[src/rtl/control_sequencer_pkg.sv]
// Shared definitions for the instruction-cycle control sequencer:
// state encodings, opcode constants and instruction-register field positions.
package control_sequencer_pkg;

    typedef enum logic [3:0] {
        ST_RESET = 4'd0,
        ST_T0    = 4'd1,
        ST_T1    = 4'd2,
        ST_T2    = 4'd3,
        ST_T3    = 4'd4,
        ST_T4    = 4'd5,
        ST_T5    = 4'd6,
        ST_HALT  = 4'd7
    } state_e;

    localparam logic [4:0] OP_ADD    = 5'b00011;
    localparam logic [4:0] OP_ALU_LO = 5'b00011;
    localparam logic [4:0] OP_ALU_HI = 5'b01011;
    localparam logic [4:0] OP_NOP    = 5'b00000;
    localparam logic [4:0] OP_HALT   = 5'b11011;

    localparam int OPC_MSB = 31;
    localparam int OPC_LSB = 27;
    localparam int RA_MSB  = 26;
    localparam int RA_LSB  = 23;
    localparam int RB_MSB  = 22;
    localparam int RB_LSB  = 19;
    localparam int RC_MSB  = 18;
    localparam int RC_LSB  = 15;

    // Register-register ALU opcodes occupy one contiguous range.
    function automatic logic is_alu_op(input logic [4:0] op);
        return (op >= OP_ALU_LO) && (op <= OP_ALU_HI);
    endfunction

endpackage

[src/rtl/control_sequencer_reg_field_decoder.sv]
// Turns a 4-bit register-number field into a one-hot 16-bit select,
// all zero when not enabled so unused phases never touch the register file.
module reg_field_decoder (
    input  logic [3:0]  field_i,
    input  logic        en_i,
    output logic [15:0] onehot_o
);

    // One-hot decode gated by enable
    always_comb begin
        onehot_o = '0;
        if (en_i) begin
            onehot_o[field_i] = 1'b1;
        end
    end

endmodule

[src/rtl/control_sequencer.sv]
// Fetch / decode / execute sequencer for a simple register-register CPU.
// Moore-style controller: outputs decode from current state and IR contents,
// with the single exception of PC_enable, which tracks mem_ready inside T1.
//
// state  | meaning
// -------+-----------------------------------------------------------
// RESET  | held in reset / first cycle after release, outputs quiet
// T0     | PC -> MAR, compute PC+1 into Z
// T1     | memory read; wait here for mem_ready, load PC from Z
// T2     | MDR -> IR
// T3     | decode; ALU op drives rb into Y, HALT/NOP resolved here
// T4     | rc through ALU into Z
// T5     | Z -> ra, instruction boundary
// HALT   | stopped until reset
module control_sequencer
    import control_sequencer_pkg::*;
(
    input  logic        clk,
    input  logic        reset,
    input  logic [31:0] IR_Data,
    input  logic        mem_ready,
    input  logic        stop,
    output logic        PC_select,
    output logic        PC_enable,
    output logic        PC_increment_enable,
    output logic        MAR_enable,
    output logic        MDR_enable,
    output logic        MDR_select,
    output logic        read,
    output logic        IR_enable,
    output logic        Y_enable,
    output logic        Z_enable,
    output logic        Z_LO_select,
    output logic [4:0]  alu_instruction,
    output logic [15:0] reg_select,
    output logic [15:0] reg_enable,
    output logic        run,
    output logic [3:0]  state_dbg
);

    state_e      state_q, state_d;
    logic        stop_q, stop_d;

    logic [4:0]  opcode;
    logic        alu_op;
    logic [15:0] rb_onehot, rc_onehot, ra_onehot;
    logic        unused_ir_bits;

    assign opcode         = IR_Data[OPC_MSB:OPC_LSB];
    assign alu_op         = is_alu_op(opcode);
    assign unused_ir_bits = ^IR_Data[RC_LSB-1:0];

    // State and stop-request registers, reset abandons any instruction in flight
    always_ff @(posedge clk or posedge reset) begin
        if (reset) begin
            state_q <= ST_RESET;
            stop_q  <= 1'b0;
        end else begin
            state_q <= state_d;
            stop_q  <= stop_d;
        end
    end

    // Next-state and stop latch; halting only happens at an instruction boundary
    always_comb begin
        state_d = state_q;
        unique case (state_q)
            ST_RESET: state_d = ST_T0;
            ST_T0:    state_d = ST_T1;
            ST_T1:    state_d = mem_ready ? ST_T2 : ST_T1;
            ST_T2:    state_d = ST_T3;
            ST_T3: begin
                if (alu_op) begin
                    state_d = ST_T4;
                end else if (opcode == OP_HALT) begin
                    state_d = ST_HALT;
                end else begin
                    state_d = stop_q ? ST_HALT : ST_T0;
                end
            end
            ST_T4:    state_d = ST_T5;
            ST_T5:    state_d = stop_q ? ST_HALT : ST_T0;
            ST_HALT:  state_d = ST_HALT;
            default:  state_d = ST_RESET;
        endcase
        stop_d = (stop_q | stop) & (state_d != ST_HALT);
    end

    // Per-state datapath strobes
    always_comb begin
        PC_select           = 1'b0;
        PC_enable           = 1'b0;
        PC_increment_enable = 1'b0;
        MAR_enable          = 1'b0;
        MDR_enable          = 1'b0;
        MDR_select          = 1'b0;
        read                = 1'b0;
        IR_enable           = 1'b0;
        Y_enable            = 1'b0;
        Z_enable            = 1'b0;
        Z_LO_select         = 1'b0;
        alu_instruction     = 5'b00000;
        run                 = (state_q != ST_RESET) && (state_q != ST_HALT);
        unique case (state_q)
            ST_T0: begin
                PC_select           = 1'b1;
                MAR_enable          = 1'b1;
                PC_increment_enable = 1'b1;
                Z_enable            = 1'b1;
            end
            ST_T1: begin
                Z_LO_select = 1'b1;
                read        = 1'b1;
                MDR_enable  = 1'b1;
                PC_enable   = mem_ready;
            end
            ST_T2: begin
                MDR_select = 1'b1;
                IR_enable  = 1'b1;
            end
            ST_T3: begin
                Y_enable = alu_op;
            end
            ST_T4: begin
                alu_instruction = opcode;
                Z_enable        = 1'b1;
            end
            ST_T5: begin
                Z_LO_select = 1'b1;
            end
            default: ;
        endcase
    end

    reg_field_decoder u_rb_dec (
        .field_i  (IR_Data[RB_MSB:RB_LSB]),
        .en_i     ((state_q == ST_T3) && alu_op),
        .onehot_o (rb_onehot)
    );

    reg_field_decoder u_rc_dec (
        .field_i  (IR_Data[RC_MSB:RC_LSB]),
        .en_i     (state_q == ST_T4),
        .onehot_o (rc_onehot)
    );

    reg_field_decoder u_ra_dec (
        .field_i  (IR_Data[RA_MSB:RA_LSB]),
        .en_i     (state_q == ST_T5),
        .onehot_o (ra_onehot)
    );

    // rb and rc decoders are never enabled in the same state
    assign reg_select = rb_onehot | rc_onehot;
    assign reg_enable = ra_onehot;
    assign state_dbg  = state_q;

endmodule

[config.mk]
export PLATFORM = sky130hd
export DESIGN_NAME = control_sequencer
export DESIGN_NICKNAME = d
export VERILOG_FILES = /design/src/rtl/control_sequencer_pkg.sv /design/src/rtl/control_sequencer_reg_field_decoder.sv /design/src/rtl/control_sequencer.sv
export SDC_FILE = /design/constraint.sdc
export NUM_CORES = 1
export LEC_CHECK = 0
export CAP_MARGIN = 0
export CORE_MARGIN = 4
export CORE_UTILIZATION = 25
export DETAILED_ROUTE_END_ITERATION = 6
export HOLD_SLACK_MARGIN = 0.08
export MAX_ROUTING_LAYER = met4
export PLACE_DENSITY = 0.79
export SYNTH_ARGS = -nofsm -noshare
export SYNTH_HDL_FRONTEND = slang
export SYNTH_SLANG_ARGS = --single-unit
[constraint.sdc]
create_clock -name clk -period 1.8 [get_ports clk]
set_clock_uncertainty 0.15 [all_clocks]
set_input_delay 0.18 -clock clk [delete_from_list [all_inputs] [get_ports clk]]
set_output_delay 0.18 -clock clk [all_outputs]
set_load 0.01 [all_outputs]
==> impl_results.md <==
- PwrDens: around 900 mW/mm²
- Final setup viols: 40
- Port bufs: 72
- DR iter-0 viols: 71
- Share of cells above drive strength 1: between 50% and 60%
- Hold crit path type: in -> reg
- Met2 global-route usage: 34.3%
- Clock Sinks: 4
- CP bufs+invs: 3
- Row count: 19
- Crit. End Element: output pin
- Sequential share of power: 11.8%
- Gr busiest metal: met2
- Synth top area cells: dfrtp_1 (14%), o22ai_1 (14%), nor2_1 (10%), buf_4 (6.4%), nand2b_1 (6.2%)
- Crit-path leading delay family: buffers and inverters
- Worst-path fanout max: 5
- Synth Register Bits: 4
- CP max stage delay: 0.39 ns
- R2R setup slack: -0.10 ns
- Ys async rst share: 100%
- Cell chain of the critical path: buf_4 -> nand2b_1 -> buf_6 -> nor2_4 -> nand3b_1 -> o22ai_1 -> buf_2
- Post-Syn Instances: between 100 and 150
- Crit start category: register
- Most common cell after layout, fill and taps aside: buf_4
- Starting Density: 25.8%
- Vias: 1,322
- Core area: 0.00273 mm²
- Clock tree root buffer cell: clkbuf_4
- Final setup margin: -0.328 ns
- Post-synth EDFFs: 0
- Layout filler cell count: 248
- CTS tree: yes
- Min cycle time layout: 2.13 ns
- Drt wl/cell: 16.2 µm
- Antenna viol nets, final: 0
- Combinational fraction of design power: 80.8%
- Gr usage total: 19.3%
- Dominant synthesized flop cell: dfrtp_1
- Ys Warns: 0
- Critical Path RT: between 1 and 1.5 ns
- Register area share after synthesis: between 10% and 20%
- Largest net degree at the start of global routing: 14
- Peak supply drop: between 700 and 800 µV
- Outcome: finished with violations
- Final wirelength: 3.90 mm
- Max H-tree Level: 1
- Total grt overflow: 0
- Placer Congestion: between 0.8 and 0.9
- Sw Ratio: 45.9%
- RSZ-0062 raised after global routing: true
- Final worst path period share: 118%
- Leakage: roughly 0.0008 µW
- Power Internal: roughly 840 µW
- Initial antenna violation count: 0
- Worst-path clk slew: 0.04 ns
- FMAX: roughly 470 MHz
- Drt pass-1 iters: 4
- Net count, final: around 250
- Most frequent cells in the layout: buf_4 (31), buf_2 (29), clkdlybuf4s50_1 (18), dlygate4sd2_1 (11), nor2_1 (10)
- Clock power share: around 7.4%
- Post-Syn Area: just over 700 µm²
- Setup TNS: -6.34 ns
- DRC violations left: 0
- Met3 usage: 3.56%
- Pre-CTS WS: -0.746 ns
- Num CTS Buffers: 3
- Maxcap violations: 0
- Psw: 709 µW
- Mapped Nets: 145
- I/O pin count: between 80 and 90
- Dominant cell type by area after synthesis: dfrtp_1
- First-pass GRT wire length: 5.49 mm
- Diode count: 0
- Worst skew pair latency: 0.24 ns
- Die area: approximately 0.0037 mm²
- Area Growth Syn to Fin: 143%
- Syn Area/Cell: around 6.5 µm²
- Synth unique cells: 31
- Critical path's slowest cell: dfrtp_1
- Crit path kind: reg -> out
- Vias/cell: 5.49
- Die Y: 61.1 µm
- CP Data Arrival Time: approximately 1.8 ns
- Post-DP HPWL: 2.77 mm
- Die width: 61.1 µm
- Met1 usage: 22.3%
- Final Hold Fails: 0
- Max Slew Vio Count: 0
- Failing checks: setup timing
- Number of global-route vias before repair: 1,264
- Maximum clock path buffer count: 2
- Synth top area share: between 10% and 20%
registers in the layout, indices dropped and copies added (netlist names):
name,count
stop_q,1
state_dbg,3
per-layer routing:
layer / routed length, µm / up-vias / part of all wire, %
li1: - / 600 / -
met3: 323 / 10 / 8.3
met4: 64 / 0 / 1.6
met1: 1440 / 628 / 37
met5: 0 / - / 0
met2: 2060 / 84 / 53
repair_timing:
action | 4_1_cts | 5_1_grt
pin swaps | 18 | 9
endpoints found under the hold margin | 4 | 0
buffers inserted | 4 | 4
endpoints found under the setup margin | 49 | 43
resized for setup | 174 | 40
hold buffers | 1 | 0
final timing paths:
kind | to | startpoint | cells past startpoint
hold reg to reg | stop_q | stop_q | 2
setup reg to reg | stop_q | state_dbg[0] | 9
max in group asynchronous | state_dbg[2] | reset | 3
min in group asynchronous | state_dbg[0] | reset | 3
hold / removal | stop_q | stop | 3
setup / recovery | reg_select[1] | state_dbg[0] | 7
per-stage QoR:
| step | util, % | area (µm²) | total power [µW] | hold WS [ns] | instances |
|---|---|---|---|---|---|
| 2_1_floorplan | - | 767 | 686 | -0.204 | 109 |
| 3_3_place_gp | 60.4 | 1650 | 1270 | 0.224 | 229 |
| 3_5_place_dp | 60.4 | 1650 | 1300 | 0.230 | 229 |
| 4_1_cts | 58.6 | 1600 | 1380 | 0.389 | 237 |
| 5_1_grt | 62.8 | 1720 | 1650 | 0.491 | 241 |
| 6_report | 62.8 | 1720 | 1550 | 0.462 | 241 |
synthesized netlist by cell type, types with 2 or more instances:
library cell and n:
nand2b_1 7, a211oi_1 2, a21oi_1 4, nand3_1 3, nand3b_1 5, dfrtp_1 4, nand2_1 7, nor2b_1 3
and3_1 5, or2_2 2, inv_1 4, o22ai_1 16, buf_4 6, nor3_1 6, nor2_1 19
cells by family (layout without fill, tap and decap cells):
logic type | count (synthesis) | after routing | synth area share, %
and+or+nand+nor | 65 | 65 | 49.6
AOI/OAI and AO/OA | 27 | 27 | 25.0
buffers and inverters | 12 | 113 | 10.6
DFF | 4 | 4 | 14.2
other | 1 | 1 | 0.531
cell type report:
class	instances	area, µm²	area share (%)
sequential	4	100	5.83
timing repair buffer	106	808	47.1
multi-input combinational	93	732	42.6
inverter	4	15.0	0.875
tap	31	38.8	2.26
clock buffer	3	22.5	1.31
worst reg2reg max path: cells and delay by family (launching register included):
kind | cells | cell delay [ns]
and+or+nand+nor | 2 | 0.15
AOI/OAI and AO/OA | 2 | 0.41
buffers and inverters | 5 | 0.65
DFF | 1 | 0.39
power groups by stage:
stage,Sequential (µW),Clock [µW],Combinational (µW)
2_1_floorplan,202,0,485
3_3_place_gp,178,0,1090
3_5_place_dp,181,0,1120
4_1_cts,182,113,1090
5_1_grt,187,124,1340
6_report,182,114,1250
No activity file was read; power rests on OpenSTA's default activity.
